`src/rtl/apb_mem_pkg.sv`:
```
// Shared types and helpers for the parametrised APB RAM slave.
// Latency: n/a (definitions only).
// Backpressure: n/a.
package apb_mem_pkg;

    typedef enum logic {
        IDLE   = 1'b0,
        ACCESS = 1'b1
    } state_t;

    localparam logic RESP_OKAY = 1'b0;
    localparam logic RESP_ERR  = 1'b1;

    // Wait-state counter covers WAIT_CYCLES up to 15.
    localparam int CNT_W = 4;

    // Number of byte-offset bits inside one data word.
    function automatic int off_width(input int data_w);
        return $clog2(data_w / 8);
    endfunction

    // Number of word-index bits; never less than one so slices stay legal.
    function automatic int idx_width(input int depth);
        return (depth > 1) ? $clog2(depth) : 1;
    endfunction

endpackage

```
`src/rtl/apb_mem_array.sv`:
```
// DEPTH x DATA_W word RAM with per-byte write enables and a registered read port.
// Latency: read data valid the cycle after rd_en; writes land on the enabling edge.
// Backpressure: none; always accepts a read and a write every cycle.
module apb_mem_array
    import apb_mem_pkg::*;
#(
    parameter  int DATA_W = 32,
    parameter  int DEPTH  = 64,
    localparam int NB     = DATA_W / 8,
    localparam int IDX_W  = idx_width(DEPTH)
) (
    input  logic              pclk,
    input  logic              presetn,
    input  logic              rd_en,
    input  logic              rd_clr,
    input  logic [IDX_W-1:0]  rd_idx,
    output logic [DATA_W-1:0] rd_dat,
    input  logic              wr_en,
    input  logic [IDX_W-1:0]  wr_idx,
    input  logic [DATA_W-1:0] wr_dat,
    input  logic [NB-1:0]     wr_be
);

    logic [DATA_W-1:0] mem [DEPTH];

    // Byte-lane write; storage itself is deliberately not reset.
    always_ff @(posedge pclk) begin
        if (wr_en) begin
            for (int b = 0; b < NB; b++) begin
                if (wr_be[b]) begin
                    mem[wr_idx][8*b +: 8] <= wr_dat[8*b +: 8];
                end
            end
        end
    end

    // Read register: loads on a good read, zeroes on an erroring read, holds otherwise.
    always_ff @(posedge pclk or negedge presetn) begin
        if (!presetn) begin
            rd_dat <= '0;
        end else if (rd_en) begin
            rd_dat <= mem[rd_idx];
        end else if (rd_clr) begin
            rd_dat <= '0;
        end
    end

endmodule

```
`src/rtl/apb_mem_slave.sv`:
```
// APB4 RAM slave with byte strobes, alignment/range error response and fixed wait states.
// Latency: pready rises in access cycle 1+WAIT_CYCLES (2-cycle transfer with no waits).
// Backpressure: pready held low for WAIT_CYCLES; psel/penable drop mid-access aborts cleanly.
// Optional: define APB_MEM_PROT_EN to reject unprivileged writes (pprot[0]=0) with pslverr.
module apb_mem_slave
    import apb_mem_pkg::*;
#(
    parameter int ADDR_W      = 32,
    parameter int DATA_W      = 32,
    parameter int DEPTH       = 64,
    parameter int WAIT_CYCLES = 0
) (
    input  logic                pclk,
    input  logic                presetn,
    input  logic                psel,
    input  logic                penable,
    input  logic                pwrite,
    input  logic [ADDR_W-1:0]   paddr,
    input  logic [DATA_W-1:0]   pwdata,
    input  logic [DATA_W/8-1:0] pstrb,
    input  logic [2:0]          pprot,
    output logic [DATA_W-1:0]   prdata,
    output logic                pready,
    output logic                pslverr
);

    localparam int NB    = DATA_W / 8;
    localparam int OFF_W = off_width(DATA_W);
    localparam int IDX_W = idx_width(DEPTH);

    localparam logic [ADDR_W-1:0] ALIGN_MASK = ADDR_W'(NB - 1);
    localparam logic [ADDR_W:0]   MEM_BYTES  = (ADDR_W + 1)'(DEPTH * NB);
    localparam logic [CNT_W-1:0]  WAIT_LAST  = CNT_W'(WAIT_CYCLES);

    state_t           state;
    state_t           state_nxt;
    logic [CNT_W-1:0] cnt;
    logic [CNT_W-1:0] cnt_nxt;
    logic             setup;
    logic             complete;

    logic [IDX_W-1:0] idx_q;
    logic             wr_q;
    logic             resp_q;

    logic             misaligned;
    logic             out_of_range;
    logic             prot_err;
    logic             setup_err;

    // Address decode on the live bus; only sampled at the setup edge.
    assign misaligned   = (paddr & ALIGN_MASK) != '0;
    assign out_of_range = {1'b0, paddr} >= MEM_BYTES;

`ifdef APB_MEM_PROT_EN
    assign prot_err = pwrite & ~pprot[0];
    logic unused_prot;
    assign unused_prot = ^pprot[2:1];
`else
    assign prot_err = 1'b0;
    logic unused_prot;
    assign unused_prot = ^pprot;
`endif

    assign setup_err = misaligned | out_of_range | prot_err;

    // State register, wait counter and request latches (address/direction/response).
    always_ff @(posedge pclk or negedge presetn) begin
        if (!presetn) begin
            state  <= IDLE;
            cnt    <= '0;
            idx_q  <= '0;
            wr_q   <= 1'b0;
            resp_q <= RESP_OKAY;
        end else begin
            state <= state_nxt;
            cnt   <= cnt_nxt;
            if (setup) begin
                idx_q  <= paddr[OFF_W +: IDX_W];
                wr_q   <= pwrite;
                resp_q <= setup_err ? RESP_ERR : RESP_OKAY;
            end
        end
    end

    // Next-state, wait counting and pready decode; any select drop in ACCESS aborts.
    always_comb begin
        state_nxt = state;
        cnt_nxt   = cnt;
        setup     = 1'b0;
        complete  = 1'b0;
        pready    = 1'b0;
        case (state)
            IDLE: begin
                if (psel && !penable) begin
                    setup     = 1'b1;
                    state_nxt = ACCESS;
                    cnt_nxt   = '0;
                end
            end
            ACCESS: begin
                pready = (cnt == WAIT_LAST);
                if (!(psel && penable)) begin
                    state_nxt = IDLE;
                    cnt_nxt   = '0;
                end else if (pready) begin
                    complete  = 1'b1;
                    state_nxt = IDLE;
                    cnt_nxt   = '0;
                end else begin
                    cnt_nxt = cnt + 1'b1;
                end
            end
            default: begin
                state_nxt = IDLE;
                cnt_nxt   = '0;
            end
        endcase
    end

    assign pslverr = pready & (resp_q == RESP_ERR);

    apb_mem_array #(
        .DATA_W (DATA_W),
        .DEPTH  (DEPTH)
    ) u_array (
        .pclk    (pclk),
        .presetn (presetn),
        .rd_en   (setup & ~pwrite & ~setup_err),
        .rd_clr  (setup & ~pwrite & setup_err),
        .rd_idx  (paddr[OFF_W +: IDX_W]),
        .rd_dat  (prdata),
        .wr_en   (complete & wr_q & (resp_q == RESP_OKAY)),
        .wr_idx  (idx_q),
        .wr_dat  (pwdata),
        .wr_be   (pstrb)
    );

endmodule

```
`config.mk`:
```
export PLATFORM = sky130hd
export DESIGN_NAME = apb_mem_slave
export DESIGN_NICKNAME = d
export VERILOG_FILES = /design/src/rtl/apb_mem_pkg.sv /design/src/rtl/apb_mem_array.sv /design/src/rtl/apb_mem_slave.sv
export SDC_FILE = /design/constraint.sdc
export NUM_CORES = 2
export LEC_CHECK = 0
export ABC_AREA = 0
export CAP_MARGIN = 40
export CORE_UTILIZATION = 35
export DETAILED_ROUTE_END_ITERATION = 6
export PLACE_DENSITY = 0.51
export SLEW_MARGIN = 20
export SYNTH_ARGS = -nofsm -noshare
export SYNTH_HDL_FRONTEND = slang
export SYNTH_HIERARCHICAL = 1
export SYNTH_SLANG_ARGS = --single-unit
```
`constraint.sdc`:
```
create_clock -name pclk -period 3.42 [get_ports pclk]
set_input_delay 0.684 -clock pclk [delete_from_list [all_inputs] [get_ports pclk]]
set_output_delay 0.684 -clock pclk [all_outputs]
set_load 0.005 [all_outputs]
```
==> flow_metrics.env <==
export IMPL_clkSinkCount=2093
export IMPL_first_pass_iters=7
export IMPL_antenna_left=0
export IMPL_area_growth_pct=19.3
export IMPL_violations="DRC"
export IMPL_yosys_warnings=6
export IMPL_outcome="finished, violations left"
export IMPL_p_leak_uw=0.0313
export IMPL_wl_um=250000
export IMPL_grt_pass1_wl_um=347000
export IMPL_ir_worst_vdd_uv=569
export IMPL_grt_pass1_vias=42800
export IMPL_drive_above_1_share=0.314
export IMPL_syn_area_um2=81200
export IMPL_syn_area_per_cell_um2=21.0
export IMPL_synthArstFlopShare=0.0215
export IMPL_dpl_hpwl_um=170000
export IMPL_synth_ff_type="edfxtp_1"
export IMPL_core_area_um2=230000
export IMPL_synth_nets=3948
export IMPL_cp_start_kind="flip-flop"
export IMPL_rsz0062_at_grt="false"
export IMPL_skew_ns=0.0475
export IMPL_viasPerCell=5.50
export IMPL_path_class="flip-flop to primary output"
export IMPL_most_common_layout_cells="edfxtp_1, buf_4, mux4_2"
export IMPL_critPathCaptureType="primary output"
export IMPL_setup_viol=0
export IMPL_relSlewSlack=0.371
export IMPL_cp_data_arrival_time_ns=2.48
export IMPL_drv_slew=0
export IMPL_drtIter0Drc=5311
export IMPL_wl_per_cell_um=32.2
export IMPL_rows=176
export IMPL_power_density_nw_per_um2=556
export IMPL_fillers=20300
export IMPL_synth_edff_count=2048
export IMPL_h_tree_depth=4
export IMPL_cts_tree="yes"
export IMPL_ioPinCount=110
export IMPL_drc=77
export IMPL_grt_max_degree=65
export IMPL_worstPathRequired_ns=2.74
export IMPL_die_w_um=484
export IMPL_syn_inst=3870
export IMPL_cts_buffer_depth=3
export IMPL_vias=42800
export IMPL_fin_setup_tns_ns=0
export IMPL_start_util=0.353
export IMPL_layout_commonest_cell="edfxtp_1"
export IMPL_gp_congestion=0.870
export IMPL_yosysSeqAreaShare=0.771
export IMPL_overflow=0
export IMPL_max_cap_violations=0
export IMPL_io_buffers=106
export IMPL_ys_types=67
export IMPL_die_area_um2=234000
export IMPL_nets=4641
export IMPL_clkTransAtPathRegs_ns=0.07
export IMPL_worst_pin_slew_ns=0.941
export IMPL_min_period_ns=3.17
export IMPL_dieHeight_um=484
export IMPL_finalHoldViolations=0
export IMPL_period_share=0.926
export IMPL_dp_slack_ns=-0.139
export IMPL_gr_usage_all_layers=0.213
export IMPL_cts_root_buf="clkbuf_16"
export IMPL_max_freq_mhz=316
export IMPL_antenna_found_initial=16
export IMPL_fin_ws_ns=0.252
export IMPL_clk_latency_ns=0.87
export IMPL_hp_class="input port to asynchronous set/reset pin"
export IMPL_critPathMaxFanout=4
export IMPL_synth_ff_latch_count=2093
export IMPL_numCtsBuffers=217
## final timing paths
path                                          from                        endpoint  slack [ns]  cells after the start
worst max-delay path            cnt[0]$_DFFE_PN0P_                         pslverr        0.25                      5
worst min-delay path                       presetn              cnt[1]$_DFFE_PN0P_        0.18                      2
worst max register to register  cnt[0]$_DFFE_PN0P_   u_array/mem[42][18]$_DFFE_PP_        0.34                     10
worst min register to register    wr_q$_DFFE_PN0P_                wr_q$_DFFE_PN0P_        0.50                      1
max in group asynchronous                  presetn  u_array/rd_dat[10]$_DFFE_PN0P_        2.65                      3
min in group pclk                       pwdata[11]   u_array/mem[37][11]$_DFFE_PP_        0.22                      1
## power by group
group          internal, uW  switching (uW)
combinational          1090            1870
clock                 12800            9940
sequential            28200            33.0
total                 42100           11800
## cell families after synthesis
family / share of synthesized area
flops: 0.771
mux: 0.157
xor+xnor: 0.000108
simple gates: 0.0342
fa+ha+maj: 0.000308
buf+inv: 0.0148
compound gates: 0.0226
## layout make-up
cell class | count | area [um^2] | area share
flip-flops and latches | 2093 | 62600 | 0.646
multi-input cells | 1545 | 17500 | 0.180
clock inverters | 122 | 1000 | 0.0103
diodes | 11 | 27.5 | 0.000284
inverters | 6 | 25.0 | 0.000258
clock buffers | 271 | 5820 | 0.0600
well taps | 3026 | 3790 | 0.0391
repair buffers | 700 | 6170 | 0.0637
## flip-flops by register name, indices dropped and copies added, names as in the netlist
| register | flops |
|---|---|
| u_array/mem | 2048 |
| u_array/rd_dat | 32 |
| idx_q | 6 |
| cnt | 4 |
| resp_q | 1 |
| state | 1 |
| wr_q | 1 |
## critical path: stages (launching register included)
cell and delay (ns):
dfrtp_1 0.41, inv_1 0.09, ha_1 0.15, nor3b_2 0.26, and3_2 0.22, clkdlybuf4s50_1 0.50
## cell usage after synthesis, types with 5 or more instances
cell type / n / area share
edfxtp_1: 2048 / 0.76
a221o_1: 6 / 0.00074
nor3_1: 11 / 0.00068
o22ai_1: 31 / 0.0024
dfrtp_1: 45 / 0.014
nor4_1: 5 / 0.00038
mux2i_1: 121 / 0.015
a211oi_1: 27 / 0.0025
o32ai_1: 6 / 0.00065
mux2_2: 16 / 0.0022
a221oi_1: 21 / 0.0023
nor2b_1: 21 / 0.0016
nand4_1: 6 / 0.00046
nand2_1: 209 / 0.0097
o221ai_1: 12 / 0.0013
a22oi_1: 10 / 0.00092
o31ai_1: 7 / 0.00065
buf_6: 10 / 0.0014
nand2b_1: 10 / 0.00077
a32oi_1: 21 / 0.0023
buf_1: 11 / 0.00051
nor2_1: 296 / 0.014
and2_1: 9 / 0.00069
nor3b_1: 7 / 0.00065
o211ai_1: 5 / 0.00046
nand3_1: 41 / 0.0025
clkbuf_1: 95 / 0.0044
and3_1: 5 / 0.00038
buf_4: 49 / 0.0045
inv_1: 5 / 0.00023
a21oi_1: 38 / 0.0023
o21ai_0: 20 / 0.0012
a31oi_1: 20 / 0.0015
buf_2: 61 / 0.0038
mux4_2: 505 / 0.14
## repair_timing
| item | in CTS | in global routing |
|---|---|---|
| setup buffers | 0 | 0 |
| hold buffers | 1 | 0 |
| endpoints found under the setup margin | 0 | 2 |
| hold endpoints to repair | 45 | 0 |
| resized for setup | 0 | 1 |
## per-layer routing
layer,vias up,track usage,share of wire
met3,375,0.0414,0.073
li1,17500,-,-
met2,1680,0.340,0.48
met4,14,0.0713,0.034
met5,-,0,0.00032
met1,23200,0.291,0.41
## metrics by stage
step / utilization / instance area [um^2] / std cells / hold slack, ns / total power [uW]
6_report: 0.421 / 96900 / 7774 / 0.182 / 53900
5_1_grt: 0.421 / 96900 / 7763 / 0.182 / 55400
4_1_cts: 0.420 / 96800 / 7759 / 0.168 / 54400
3_5_place_dp: 0.391 / 90000 / 7365 / 0.489 / 31700
3_3_place_gp: 0.389 / 89700 / 7348 / 0.489 / 31600
2_1_floorplan: - / 81200 / 3870 / 0.388 / 30000
Note: power is estimated with default switching activity, not from simulation.
